File: src/rtl/execute.sv
// -----------------------------------------------------------------------------
// execute
//
// EX stage of the 64-bit LEGv8 pipelined processor. Sits between the ID/EX
// and EX/MEM pipeline registers. It picks the ALU B operand, runs the ALU,
// computes the branch target and passes the store data through. It also keeps
// a registered NZCV condition-flag register.
//
// Optional build macro: EXECUTE_OUT_REG_EN
//   undefined (default) : zero_E, PCBranch_E, aluResult_E and writeData_E are
//                         purely combinational.
//   defined             : those four outputs are registered, giving 1-cycle
//                         latency, and cleared by reset. The flag register
//                         behaves the same in both builds.
//
// Ports:
//   clk          in   system clock, rising edge
//   reset        in   synchronous, active-high reset
//   AluSrc       in   B operand select: 0 = readData2_E, 1 = signImm_E
//   AluControl   in   4-bit ALU operation code
//   PC_E         in   PC of the instruction in EX
//   signImm_E    in   sign-extended immediate (word offset for branches)
//   readData1_E  in   register operand A
//   readData2_E  in   register operand B / store data
//   setFlags_E   in   capture NZCV from this cycle's ALU operation
//   zero_E       out  ALU result is zero
//   PCBranch_E   out  branch target PC_E + (signImm_E << 2)
//   aluResult_E  out  ALU result
//   writeData_E  out  store data (readData2_E)
//   flags_E      out  registered {N,Z,C,V}
// -----------------------------------------------------------------------------
module execute #(
  parameter int N = 64
) (
  input  logic         clk,
  input  logic         reset,
  input  logic         AluSrc,
  input  logic [3:0]   AluControl,
  input  logic [N-1:0] PC_E,
  input  logic [N-1:0] signImm_E,
  input  logic [N-1:0] readData1_E,
  input  logic [N-1:0] readData2_E,
  input  logic         setFlags_E,
  output logic         zero_E,
  output logic [N-1:0] PCBranch_E,
  output logic [N-1:0] aluResult_E,
  output logic [N-1:0] writeData_E,
  output logic [3:0]   flags_E
);

  // ALU operation codes
  localparam logic [3:0] OP_AND  = 4'b0000;
  localparam logic [3:0] OP_ORR  = 4'b0001;
  localparam logic [3:0] OP_ADD  = 4'b0010;
  localparam logic [3:0] OP_SUB  = 4'b0110;
  localparam logic [3:0] OP_PASS = 4'b0111;
  localparam logic [3:0] OP_NOR  = 4'b1100;

  logic [N-1:0] op_a;
  logic [N-1:0] op_b;
  logic [N:0]   add_full;
  logic [N:0]   sub_full;
  logic [N-1:0] alu_res;
  logic         alu_zero;
  logic [N-1:0] pc_branch;
  logic         flag_n;
  logic         flag_z;
  logic         flag_c;
  logic         flag_v;

  logic [3:0]   flags_d;
  logic [3:0]   flags_q;

  // Operand selection and the two wide adders. The subtract is done as
  // a + ~b + 1 so its carry out is the ARM-style "no borrow" flag.
  always_comb begin
    op_a     = readData1_E;
    op_b     = AluSrc ? signImm_E : readData2_E;
    add_full = {1'b0, op_a} + {1'b0, op_b};
    sub_full = {1'b0, op_a} + {1'b0, ~op_b} + {{N{1'b0}}, 1'b1};
  end

  // ALU result and NZCV. Carry and overflow only mean something for ADD and
  // SUB; every other operation reports them as zero.
  always_comb begin
    alu_res = '0;
    flag_c  = 1'b0;
    flag_v  = 1'b0;
    case (AluControl)
      OP_AND:  alu_res = op_a & op_b;
      OP_ORR:  alu_res = op_a | op_b;
      OP_ADD: begin
        alu_res = add_full[N-1:0];
        flag_c  = add_full[N];
        flag_v  = (op_a[N-1] == op_b[N-1]) && (add_full[N-1] != op_a[N-1]);
      end
      OP_SUB: begin
        alu_res = sub_full[N-1:0];
        flag_c  = sub_full[N];
        flag_v  = (op_a[N-1] != op_b[N-1]) && (sub_full[N-1] != op_a[N-1]);
      end
      OP_PASS: alu_res = op_b;
      OP_NOR:  alu_res = ~(op_a | op_b);
      default: alu_res = '0;
    endcase
    alu_zero = (alu_res == '0);
    flag_n   = alu_res[N-1];
    flag_z   = alu_zero;
  end

  // Branch target: shift drops bits past the MSB and the add wraps.
  always_comb begin
    pc_branch = PC_E + (signImm_E << 2);
  end

  // Flag register next state: reset beats a flag-setting instruction.
  always_comb begin
    flags_d = flags_q;
    if (reset) begin
      flags_d = 4'b0000;
    end else if (setFlags_E) begin
      flags_d = {flag_n, flag_z, flag_c, flag_v};
    end
  end

  always_ff @(posedge clk) begin
    flags_q <= flags_d;
  end

  assign flags_E = flags_q;

`ifdef EXECUTE_OUT_REG_EN
  logic         zero_d;
  logic         zero_q;
  logic [N-1:0] pc_branch_d;
  logic [N-1:0] pc_branch_q;
  logic [N-1:0] alu_result_d;
  logic [N-1:0] alu_result_q;
  logic [N-1:0] write_data_d;
  logic [N-1:0] write_data_q;

  // Registered datapath outputs, cleared by reset.
  always_comb begin
    if (reset) begin
      zero_d       = 1'b0;
      pc_branch_d  = '0;
      alu_result_d = '0;
      write_data_d = '0;
    end else begin
      zero_d       = alu_zero;
      pc_branch_d  = pc_branch;
      alu_result_d = alu_res;
      write_data_d = readData2_E;
    end
  end

  always_ff @(posedge clk) begin
    zero_q       <= zero_d;
    pc_branch_q  <= pc_branch_d;
    alu_result_q <= alu_result_d;
    write_data_q <= write_data_d;
  end

  assign zero_E      = zero_q;
  assign PCBranch_E  = pc_branch_q;
  assign aluResult_E = alu_result_q;
  assign writeData_E = write_data_q;
`else
  assign zero_E      = alu_zero;
  assign PCBranch_E  = pc_branch;
  assign aluResult_E = alu_res;
  assign writeData_E = readData2_E;
`endif

endmodule

File: config.mk
export PLATFORM = sky130hd
export DESIGN_NAME = execute
export DESIGN_NICKNAME = d
export VERILOG_FILES = /design/src/rtl/execute.sv
export SDC_FILE = /design/constraint.sdc
export NUM_CORES = 1
export LEC_CHECK = 0
export ABC_AREA = 1
export ABC_CLOCK_PERIOD_IN_PS = 6300
export CAP_MARGIN = 20
export CORE_MARGIN = 3
export CORE_UTILIZATION = 34
export CTS_CLUSTER_DIAMETER = 150
export CTS_CLUSTER_SIZE = 8
export DETAILED_ROUTE_END_ITERATION = 8
export PLACE_DENSITY = 0.7
export REMOVE_ABC_BUFFERS = 1
export SYNTH_ARGS = -nofsm -noshare
export SYNTH_HDL_FRONTEND = slang
export SYNTH_SLANG_ARGS = --single-unit
File: constraint.sdc
create_clock -name clk -period 6.3 [get_ports clk]
set_clock_uncertainty 0.05 [all_clocks]
set_input_delay 1.26 -clock clk [delete_from_list [all_inputs] [get_ports clk]]
set_output_delay 1.26 -clock clk [all_outputs]
set_load 0.01 [all_outputs]
==> key figures <==
Layout
  • Synthesis-to-finish area growth: 58.8%
  • Sequential Area: 80.1 µm²
  • Finished Cell Area: 33200 µm²
  • Net total in the final layout: 5893
  • Area of the multi-input gates: 17400 µm²
  • Final Core Density: 54.7%
  • Number of flip-flops in the largest register: 4
  • Share of post-route cells with drive strength above 1: 21.7%
  • Filler cell count in the final layout: 6505

Global routing
  • First-pass GRT wire length: 174000 µm
  • Number of antenna violations at the first check in global routing: 3
  • Number of global-route vias before repair: 28.6k
  • Largest net degree at the start of global routing: 53
  • Global-route usage over all layers: 35.8%
  • Grt ovf: 0

Placement
  • Half-perimeter wire length after placement: 108000 µm
  • Setup slack at placement: -0.728 ns
  • Routability congestion estimate from global placement: 1.06
  • I/O Buffers: 456
  • Cell Area, Placed: 31900 µm²

STA
  • Setup TNS Final: 0 ns
  • Worst slew pin tran: 1.19 ns
  • Worst path setup slack after routing: 0.0512 ns
  • RSZ-0062 raised after global routing: true
  • Final hold vios: 0
  • Worst slew slack as a fraction of its limit: 20.2%
  • Count of final setup violators: 0
  • Share of the clock period used by the worst path: 99.2%
  • Slew Limit Fails: 0
  • Fmax: 160 MHz
  • Final min period: 6.25 ns

Clocking
  • Clock root buffer: sky130_fd_sc_hd__clkbuf_16
  • Number of CTS-inserted buffers: 3
  • Clk sinks: 4
  • Clock transition time at the flip-flop clock pins of the worst setup and hold paths: 0.03 ns
  • Source-to-sink clock delay at the later pin of the worst-skew pair: 0.22 ns
  • Clock tree from TritonCTS: done
  • Deepest clock path buffer count: 2
  • H-tree levels: 1
  • Count of hold buffers inserted by post-cts repair: 0

Synth
  • Fraction of synthesis flops using an asynchronous set or reset pin: 0%
  • Number of distinct standard cells referenced by the synthesized netlist: 49
  • Ys flop type: sky130_fd_sc_hd__dfxtp_1
  • Total number of yosys warnings: 0
  • Post-synth EDFFs: 0
  • Mapped cell area: 20900 µm²
  • Syn Inst Count: 4189
  • Register area share after synthesis: 0.383%
  • Avg Synthesized Cell Area: 4.99 µm²
  • Synthesis-stage register bit count: 4

Outcome
  • Run status: complete, no violations

Detailed routing
  • First-pass iteration count of the detailed router: 6
  • DRC violations left: 0
  • Iteration-0 DRC Markers: 3284
  • Antenna violation net count after detailed routing: 0
  • Vias after detailed routing: 31.2k
  • Vias per std cell: 5.08
  • Average detailed-routed wire length per instance: 19.9 µm
  • Total Wirelength: 122000 µm

Power
  • P_leak: 18.8 nW
  • Logic gate share of total power: 96.8%
  • Cell internal pwr: 0.00179 W
  • Net Sw Power: 0.00210 W
  • IR drop worst, VDD: 0.0000755 V
  • Pwr dens: 117 nW/µm²
  • Switching part of the total: 54.0%
  • Post-route total power: 0.00389 W
  • Part of the total power dissipated in sequential elements: 0.7%
  • Clock share of power: 2.5%

Floorplanning
  • Starting density of the core: 34.5%
  • Vert. Die Dim: 254 µm
  • Horiz. Die Dim: 254 µm
  • Placeable Area: 60600 µm²
  • Number of rows in the core area: 90
  • Top-Level Pins: 461
  • Die area: 64500 µm²

Setup path
  • Slowest stage delay, CP: 0.57 ns
  • Critical-path cell list: clkdlybuf4s50_1, buf_4, ha_1, a21oi_1, o21ai_2, a21oi_2, o21ai_1, buf_4, a21boi_2, buf_4, inv_1, a21oi_2, inv_1, a21oi_2, inv_1, a31oi_1, xnor2_1, clkdlybuf4s50_1
  • Critical-path maximum fanout: 4
  • Capturing element type of the critical path: output port
  • Critical Path Source Type: primary input
  • Top delay family on crit path: buffers and inverters
  • CP max stage cell: sky130_fd_sc_hd__clkdlybuf4s50_1
  • Depth of the worst register-to-register path: 2
  • Critical path arrival: 4.94 ns
  • Worst R2R Setup Slack: 5.59 ns
  • Instance count on the critical path: 18
  • Critical Setup Path Class: in2out
  • Buffer and inverter count on the worst path: 8
  • Worst endpoint required time: 4.99 ns

Min path
  • WHS Path Cells: 2
  • Classification of the worst-slack hold path: reg2reg

Job
  • Maximum Capacitance Violations: 0
[final timing paths]
path	to	from
setup / recovery	PCBranch_E[46]	signImm_E[3]
hold / removal	flags_E[3]	flags_E[3]
setup reg to reg	flags_E[2]	flags_E[2]
hold reg to reg	flags_E[3]	flags_E[3]
[power groups by stage]
stage                     Sequential [W]  Combinational, W  Clock [W]
after floorplan                0.0000287           0.00152          0
after global placement         0.0000281           0.00348          0
after detailed placement       0.0000281           0.00349          0
after CTS                      0.0000278           0.00355   0.000100
after global routing           0.0000279           0.00401   0.000104
final                          0.0000278           0.00376  0.0000980
[stage by stage]
step,hold slack [ns],std cells
3_5_place_dp,0.429,6118
5_1_grt,0.450,6138
4_1_cts,0.441,6124
2_1_floorplan,0.466,4041
3_3_place_gp,0.415,6118
6_report,0.439,6138
[what timing repair did]
action,4_1_cts,5_1_grt
pin swaps,4,25
resized for setup,92,220
setup buffers,3,12
endpoints found under the setup margin,25,51
[cell type report]
class | instances | area share, %
flip-flops and latches | 4 | 0.241
multi-input cells | 3098 | 52.4
well taps | 782 | 2.95
clock buffers | 3 | 0.226
diodes | 2 | 0.0151
inverters | 939 | 10.6
repair buffers | 1310 | 33.5
[synth_stat cells (29+ instances only)]
master | count | area, µm²
sky130_fd_sc_hd__a21oi_1 | 259 | 1300
sky130_fd_sc_hd__buf_2 | 32 | 160
sky130_fd_sc_hd__buf_4 | 77 | 578
sky130_fd_sc_hd__ha_1 | 270 | 3380
sky130_fd_sc_hd__inv_1 | 924 | 3470
sky130_fd_sc_hd__nand2_1 | 1265 | 4750
sky130_fd_sc_hd__nand3_1 | 246 | 1230
sky130_fd_sc_hd__nand4_1 | 33 | 206
sky130_fd_sc_hd__nor2_1 | 483 | 1810
sky130_fd_sc_hd__nor3_1 | 35 | 175
sky130_fd_sc_hd__o21ai_0 | 148 | 741
sky130_fd_sc_hd__o21ai_1 | 30 | 150
sky130_fd_sc_hd__o21bai_1 | 29 | 218
sky130_fd_sc_hd__xor2_1 | 36 | 315
[cells in the final DEF (no fill, tap or decap), drive strengths merged, types with 9 or more instances in the layout]
master / Yosys / layout
nand2: 1271 / 1271
inv: 938 / 938
buf: 118 / 855
nor2: 501 / 501
clkdlybuf4s50: 0 / 449
ha: 270 / 270
a21oi: 264 / 264
nand3: 255 / 255
o21ai: 180 / 180
nor3: 37 / 37
xor2: 36 / 36
nand4: 33 / 33
o21bai: 29 / 29
xnor2: 28 / 28
a31oi: 26 / 26
o22ai: 22 / 22
a221oi: 22 / 22
a22oi: 21 / 21
o21a: 21 / 21
a211oi: 14 / 14
o221a: 12 / 12
a21o: 11 / 11
a21boi: 11 / 11
nor4: 9 / 9
[metal layers]
layer,part of all wire (%),GRT usage (%),vias to the layer above
met5,0.011,0,-
met4,2.9,8.21,2
met3,11,5.19,159
met2,42,54.8,1572
met1,45,52.5,14200
li1,-,-,15300
[kinds of logic after synthesis]
logic type,count (synthesis),synth area share (%)
buffers and inverters,1087,21.4
AND/OR/NAND/NOR,2113,40.9
AO/OA/AOI/OAI,648,18.2
XOR/XNOR,64,2.68
flip-flops,4,0.383
adder cells (fa/ha/maj),273,16.5
[worst register-to-register path, stage by stage (launching register included)]
cell	delay (ns)
sky130_fd_sc_hd__dfxtp_1	0.30
sky130_fd_sc_hd__o21ai_0	0.20
sky130_fd_sc_hd__a21oi_2	0.04
Note: power is estimated with default switching activity, not from simulation.
